File: config.mk
export PLATFORM = sky130hd
export DESIGN_NAME = joy_conditioner
export DESIGN_NICKNAME = d
export VERILOG_FILES = /design/src/rtl/joy_pkg.sv /design/src/rtl/joy_debounce_bit.sv /design/src/rtl/joy_conditioner.sv
export SDC_FILE = /design/constraint.sdc
export NUM_CORES = 1
export LEC_CHECK = 0
export CORE_ASPECT_RATIO = 2
export CORE_MARGIN = 5
export CORE_UTILIZATION = 61
export CTS_CLUSTER_DIAMETER = 60
export DETAILED_ROUTE_END_ITERATION = 10
export GPL_ROUTABILITY_DRIVEN = 0
export PLACE_DENSITY_LB_ADDON = 0.25
export SLEW_MARGIN = 20
export SYNTH_ARGS = -nofsm -noshare
export SYNTH_HDL_FRONTEND = slang
export SYNTH_SLANG_ARGS = --single-unit
File: constraint.sdc
create_clock -name clk -period 2.5 [get_ports clk]
set_clock_uncertainty 0.15 [all_clocks]
set_input_delay 0.5 -clock clk [delete_from_list [all_inputs] [get_ports clk]]
set_output_delay 0.5 -clock clk [all_outputs]
set_load 0.02 [all_outputs]
File: src/rtl/joy_pkg.sv
// Shared definitions for the joystick conditioning path.
//   - Bit positions of the active-low joystick word.
//   - The all-released output pattern.
//   - Autofire FSM state encoding.
//   - The helper that builds a 7-bit port word.
package joy_pkg;

  localparam int JOY_RIGHT  = 0;
  localparam int JOY_LEFT   = 1;
  localparam int JOY_DOWN   = 2;
  localparam int JOY_UP     = 3;
  localparam int JOY_FIRE   = 4;
  localparam int JOY_FIRE2  = 5;
  localparam int JOY_UNUSED = 6;

  localparam int JOY_IN_W  = 6;
  localparam int JOY_OUT_W = 7;

  localparam logic [JOY_OUT_W-1:0] JOY_RELEASED = 7'h7F;

  typedef enum logic [1:0] {
    AF_IDLE = 2'd0,
    AF_ON   = 2'd1,
    AF_OFF  = 2'd2
  } af_state_e;

  // Build the core-facing word from the debounced lines. The fire bit is
  // replaced by the autofire result, and the unused bit is tied released.
  function automatic logic [JOY_OUT_W-1:0] joy_compose(
    input logic [JOY_IN_W-1:0] deb,
    input logic                fire
  );
    return {1'b1, deb[JOY_FIRE2], fire, deb[JOY_UP], deb[JOY_DOWN],
            deb[JOY_LEFT], deb[JOY_RIGHT]};
  endfunction

endpackage

File: src/rtl/joy_debounce_bit.sv
// Single-line debouncer.
// A raw line has to disagree with the stable value for DEBOUNCE_CYCLES
// consecutive cycles before the stable value follows it. If the raw line
// returns to the stable value at any point, the count restarts.
//
// Ports:
//   clk     core clock
//   rst     synchronous reset, active-high
//   hold    forces the reset state (stable = 1, count = 0) while high
//   raw     raw active-low line, synchronous to clk
//   stable  debounced line
module joy_debounce_bit
  import joy_pkg::*;
#(
  parameter int DEBOUNCE_CYCLES = 28000
) (
  input  logic clk,
  input  logic rst,
  input  logic hold,
  input  logic raw,
  output logic stable
);

  localparam int CNT_W = (DEBOUNCE_CYCLES > 1) ? $clog2(DEBOUNCE_CYCLES) : 1;
  localparam logic [CNT_W-1:0] CNT_LAST = CNT_W'(DEBOUNCE_CYCLES - 1);

  logic             stable_q, stable_d;
  logic [CNT_W-1:0] cnt_q, cnt_d;

  always_comb begin
    stable_d = stable_q;
    cnt_d    = cnt_q;
    if (hold) begin
      stable_d = 1'b1;
      cnt_d    = '0;
    end else if (raw == stable_q) begin
      cnt_d = '0;
    end else if (cnt_q == CNT_LAST) begin
      stable_d = raw;
      cnt_d    = '0;
    end else begin
      cnt_d = cnt_q + CNT_W'(1);
    end
  end

  always_ff @(posedge clk) begin
    if (rst) begin
      stable_q <= 1'b1;
      cnt_q    <= '0;
    end else begin
      stable_q <= stable_d;
      cnt_q    <= cnt_d;
    end
  end

  assign stable = stable_q;

endmodule

File: src/rtl/joy_conditioner.sv
// Joystick conditioner sitting between the SPI joystick reader and the
// JOYA/JOYB inputs of the core.
//   - Debounces all 12 raw lines.
//   - Adds per-port autofire on the primary fire button.
//   - Forces "released" until the reader reports valid data.
//   - Pulses `changed` for one cycle after either output word changes.
//
// Ports:
//   clk          core clock
//   rst          synchronous reset, active-high
//   in_valid     reader has produced at least one valid sample
//   joya_in      raw port A, active-low {fire2, fire, up, down, left, right}
//   joyb_in      raw port B, same mapping
//   autofire_en  [0] autofire on port A fire, [1] on port B fire
//   joya_out     conditioned port A, active-low, bit 6 tied high
//   joyb_out     conditioned port B, active-low, bit 6 tied high
//   changed      one-cycle pulse, the cycle after joya_out/joyb_out change
//
// Autofire FSM (one per port):
//   state   | meaning
//   AF_IDLE | fire passes through debounced
//   AF_ON   | burst phase, fire forced pressed (0)
//   AF_OFF  | burst phase, fire forced released (1)
module joy_conditioner
  import joy_pkg::*;
#(
  parameter int DEBOUNCE_CYCLES = 28000,
  parameter int AUTOFIRE_DIV    = 1400000
) (
  input  logic                 clk,
  input  logic                 rst,
  input  logic                 in_valid,
  input  logic [JOY_IN_W-1:0]  joya_in,
  input  logic [JOY_IN_W-1:0]  joyb_in,
  input  logic [1:0]           autofire_en,
  output logic [JOY_OUT_W-1:0] joya_out,
  output logic [JOY_OUT_W-1:0] joyb_out,
  output logic                 changed
);

  localparam int AF_W = (AUTOFIRE_DIV > 1) ? $clog2(AUTOFIRE_DIV) : 1;
  localparam logic [AF_W-1:0] AF_LAST = AF_W'(AUTOFIRE_DIV - 1);
  // The IDLE cycle that detects the press already drives fire low, so the
  // first ON phase starts counting at 1 to keep every half-period equal.
  localparam logic [AF_W-1:0] AF_FIRST = AF_W'(1);

  logic                        hold;
  logic [1:0][JOY_IN_W-1:0]    raw_all;
  logic [1:0][JOY_IN_W-1:0]    deb_all;
  logic [1:0]                  fire_out;

  assign hold    = ~in_valid;
  assign raw_all = {joyb_in, joya_in};

  for (genvar b = 0; b < 2 * JOY_IN_W; b++) begin : g_deb
    joy_debounce_bit #(
      .DEBOUNCE_CYCLES (DEBOUNCE_CYCLES)
    ) u_deb (
      .clk    (clk),
      .rst    (rst),
      .hold   (hold),
      .raw    (raw_all[b / JOY_IN_W][b % JOY_IN_W]),
      .stable (deb_all[b / JOY_IN_W][b % JOY_IN_W])
    );
  end

  for (genvar p = 0; p < 2; p++) begin : g_af
    af_state_e        state_q, state_d;
    logic [AF_W-1:0]  cnt_q, cnt_d;
    logic             df;
    logic             en;
    logic             fire_d;

    assign df = deb_all[p][JOY_FIRE];
    assign en = autofire_en[p];

    always_comb begin
      state_d = state_q;
      cnt_d   = cnt_q;
      fire_d  = df;
      case (state_q)
        AF_IDLE: begin
          if (en && !df) begin
            state_d = AF_ON;
            cnt_d   = AF_FIRST;
            fire_d  = 1'b0;
          end
        end
        AF_ON, AF_OFF: begin
          // Release or disable wins over the half-period wrap.
          if (df || !en) begin
            state_d = AF_IDLE;
            cnt_d   = '0;
            fire_d  = df;
          end else begin
            fire_d = (state_q == AF_OFF);
            if (cnt_q == AF_LAST) begin
              state_d = (state_q == AF_ON) ? AF_OFF : AF_ON;
              cnt_d   = '0;
            end else begin
              cnt_d = cnt_q + AF_W'(1);
            end
          end
        end
        default: begin
          state_d = AF_IDLE;
          cnt_d   = '0;
        end
      endcase
      if (!in_valid) begin
        state_d = AF_IDLE;
        cnt_d   = '0;
      end
    end

    always_ff @(posedge clk) begin
      if (rst) begin
        state_q <= AF_IDLE;
        cnt_q   <= '0;
      end else begin
        state_q <= state_d;
        cnt_q   <= cnt_d;
      end
    end

    assign fire_out[p] = fire_d;
  end

  logic [JOY_OUT_W-1:0]   joya_q, joya_d;
  logic [JOY_OUT_W-1:0]   joyb_q, joyb_d;
  logic [2*JOY_OUT_W-1:0] prev_q, prev_d;
  logic                   changed_q, changed_d;

  always_comb begin
    joya_d    = JOY_RELEASED;
    joyb_d    = JOY_RELEASED;
    if (in_valid) begin
      joya_d = joy_compose(deb_all[0], fire_out[0]);
      joyb_d = joy_compose(deb_all[1], fire_out[1]);
    end
    prev_d    = {joya_q, joyb_q};
    changed_d = ({joya_q, joyb_q} != prev_q);
  end

  always_ff @(posedge clk) begin
    if (rst) begin
      joya_q    <= JOY_RELEASED;
      joyb_q    <= JOY_RELEASED;
      prev_q    <= {JOY_RELEASED, JOY_RELEASED};
      changed_q <= 1'b0;
    end else begin
      joya_q    <= joya_d;
      joyb_q    <= joyb_d;
      prev_q    <= prev_d;
      changed_q <= changed_d;
    end
  end

  assign joya_out = joya_q;
  assign joyb_out = joyb_q;
  assign changed  = changed_q;

endmodule

==> impl_metrics.py <==
metrics = {
    "run_status": {
        "status": "completed",
    },
    "sta": {
        "slew_headroom_pct": 60.3,
        "finalCritPeriodShare_pct": 90.8,
        "rsz0062_at_grt": "false",
        "worst_hold_slack_ps": 294,
        "fmax_mhz": 441,
        "drv_slew": 0,
        "finalHoldViolations": 0,
        "tns_ps": 0,
        "setup_viol": 0,
        "period_minus_slack_ps": 2270,
        "tightest_slew_ps": 590,
    },
    "final_layout": {
        "area_growth_pct": 11.9,
        "stdcell_count": 1544,
        "fillCellCount": 1501,
        "multi_input_comb_area_sq_um": 5850,
        "antenna_cells": 0,
        "finalNetCount": 1347,
        "regArea_sq_um": 5270,
        "drive_gt1_share_pct": 6.26,
    },
    "global_route": {
        "grt_first_pass_wirelength_mm": 37.0,
        "grtUsageTotal_pct": 19.8,
        "gr-usage-met3_pct": 2.76,
        "use_met2_pct": 39.9,
        "gr-total-overflow": 0,
        "antenna_found_initial": 0,
        "use_met1_pct": 20.5,
        "grt_busiest_layer": "met2",
        "grt_pass1_vias": 8611,
        "grt_max_degree": 39,
    },
    "worst_hold_path": {
        "hp-start": "g_deb[2].u_deb.cnt_q[0]$_SDFF_PP0_",
        "hold_path.class": "reg -> reg",
        "hold-path-endpoint": "g_deb[2].u_deb.cnt_q[0]$_SDFF_PP0_",
        "hold_depth": 1,
    },
    "clocking": {
        "cts-hold-fix-buffers": 0,
        "cts_max_path_buffers": 3,
        "h-tree-depth": 1,
        "clock_latency_ps": 510,
        "cts_root_buf": "clkbuf_16",
        "post_cts_buffers": 0,
        "ctsResizeCount": 0,
        "numCtsBuffers": 24,
        "path_clk_slew_ps": 60,
        "cts_tree": "done",
        "cts_sinks": 263,
    },
    "critical_path": {
        "regToRegStartpoint": "g_af[1].state_q[0]$_SDFFE_PP0P_",
        "cpMaxStageDelayCell": "clkdlybuf4s50_1",
        "r2r-end": "g_af[1].cnt_q[0]$_SDFFE_PP0P_",
        "crit_fanout": 3,
        "cp_top_family": "buffers and inverters",
        "crit_arrival_ps": 1620,
        "r2r_cells": 7,
        "cp.depth": 1,
        "required_ps": 1850,
        "crit_type": "reg -> out",
        "cp-end-kind": "primary output",
        "reg2reg_slack_ps": 310,
        "critical_path_buf_inv_count": 1,
        "cp-start-kind": "register",
        "slowest_delay_ps": 650,
        "crit_start": "joyb_out[4]$_SDFF_PP1_",
        "crit_chain": "clkdlybuf4s50_1",
    },
    "synth": {
        "synth-seq-cells": 263,
        "yosys.area.top_type_share_pct": 46.0,
        "synth-async-reset-ratio_pct": 0,
        "netlist_top_cells_count": "dfxtp_1 (263), nor2_1 (244), xor2_1 (131)",
        "synthFlopType": "dfxtp_1",
        "synth_cell_types": 58,
        "yosys.area.top_type": "dfxtp_1",
        "netlist_top_cells_area": "dfxtp_1 (46%), xor2_1 (10%), nor2_1 (8.0%), xnor2_1 (6.3%), nand3_1 (4.3%)",
        "syn_inst": 1278,
        "synth_edf_count": 0,
        "yosys_warnings": 0,
        "avgSynthCellArea_sq_um": 8.96,
        "synth_most_common_cell": "dfxtp_1",
        "synthesis.area_sq_um": 11400,
        "ys_seq_area_share_pct": 46.0,
    },
    "routing": {
        "drt_wl_total_mm": 21.1,
        "num_vias": 8483,
        "drc_errors": 0,
        "first_pass_iters": 5,
        "wl_per_cell_um": 13.7,
        "ant_nets": 0,
        "via_per_inst": 5.49,
        "drt-initial-drc-count": 265,
    },
    "place": {
        "dp_hpwl_mm": 15.1,
        "io_buffers": 29,
        "post-place-cells": 1501,
    },
    "floorplan": {
        "die_h_um": 204,
        "die_area_sq_um": 21800,
        "initial_core_util_pct": 61.4,
        "num_io_pins": 32,
        "rows": 71,
        "coreArea_sq_um": 18700,
        "fp.dieW_um": 107,
    },
    "flow_run": {
        "maxCapViolCount": 0,
    },
    "power": {
        "powerDensity_nw_per_um2": 645,
        "p_leak_nw": 4.34,
        "vdd_drop_max_mv": 0.547,
    },
}
==> power by group <==
group | internal, W | total, W | leakage (nW) | switching, W
Combinational | 0.0000527 | 0.000140 | 1.79 | 0.0000873
Clock | 0.00237 | 0.00392 | 0.424 | 0.00155
Sequential | 0.00420 | 0.00421 | 2.12 | 0.00000883
Total | 0.00662 | 0.00827 | 4.34 | 0.00164
==> registers in the layout (all words and copies together), names as in the netlist <==
| name | flops |
|---|---|
| changed | 1 |
| g_af.cnt_q | 42 |
| g_af.state_q | 4 |
| g_deb.u_deb.cnt_q | 180 |
| g_deb.u_deb.stable | 12 |
| joya_out | 6 |
| joyb_out | 6 |
| prev_q | 12 |
==> worst register-to-register path, delay by kind of cell (launching register included) <==
family,cells,cell delay (ps)
compound gates,3,880
flops,1,380
fa+ha+maj,1,310
simple gates,2,280
buf+inv,1,80
==> area by class of cell <==
| cell class | instances | share of cell area, % |
|---|---|---|
| flip-flops and latches | 263 | 41.1 |
| repair buffers | 45 | 3.30 |
| clock inverters | 6 | 0.821 |
| inverters | 36 | 1.06 |
| well taps | 219 | 2.14 |
| multi-input cells | 938 | 45.7 |
| clock buffers | 37 | 5.86 |
==> kinds of logic (layout without fill, tap and decap cells) <==
| family | after synthesis | in the layout | synth area share, % |
|---|---|---|---|
| fa+ha+maj | 22 | 22 | 2.40 |
| mux | 15 | 15 | 1.31 |
| simple gates | 652 | 652 | 28.5 |
| flops | 263 | 263 | 46.0 |
| other cells | 1 | 2 | 0.0328 |
| buf+inv | 78 | 124 | 2.98 |
| xor+xnor | 213 | 213 | 16.3 |
| compound gates | 34 | 34 | 2.52 |
==> layout by cell type (no fill, tap or decap), types with 5 or more instances in the layout <==
master,instances
dfxtp_1,263
nor2_1,244
xor2_1,131
nand3_1,99
nand2_1,85
xnor2_1,82
nand4_1,43
and3_1,37
inv_1,36
nor3_1,30
clkdlybuf4s50_1,29
clkbuf_16,25
ha_1,22
nand2b_1,15
and4_1,15
mux2i_1,15
buf_4,15
or2_2,14
nor4_1,14
a21oi_1,11
or3_1,10
clkbuf_8,8
nand4bb_1,6
and2_1,6
nor4bb_1,5
o21ai_0,5
==> worst max-delay path by stage <==
| stage | endpoint | slack, ps |
|---|---|---|
| final | joyb_out[4] | 230 |
| after global placement | g_af[1].cnt_q[11]$_SDFFE_PP0P_ | 80 |
| after global routing | g_af[1].cnt_q[0]$_SDFFE_PP0P_ | 40 |
| after detailed placement | g_af[1].cnt_q[19]$_SDFFE_PP0P_ | 40 |
| after CTS | joyb_out[4] | 190 |
| after floorplan | g_deb[2].u_deb.cnt_q[10]$_SDFF_PP0_ | 540 |
==> per-stage QoR <==
stage               area [sq um]  total power [W]  setup WS (ps)  util [%]
CTS                        12800          0.00836            190      68.6
detailed placement         12000          0.00444           38.1      64.1
global route               12800          0.00855           43.1      68.6
finish                     12800          0.00827            231      68.6
floorplan                  11500          0.00439            537         -
global placement           12000          0.00444           81.9      64.1
==> metal layers <==
metal | wire (um) | vias to the layer above | share of wire (%)
met5 | 0 | - | 0
met2 | 11700 | 92 | 56
li1 | - | 4327 | -
met1 | 8360 | 4031 | 40
met3 | 612 | 33 | 2.9
met4 | 412 | 0 | 2.0
Note: power is estimated with default switching activity, not from simulation.
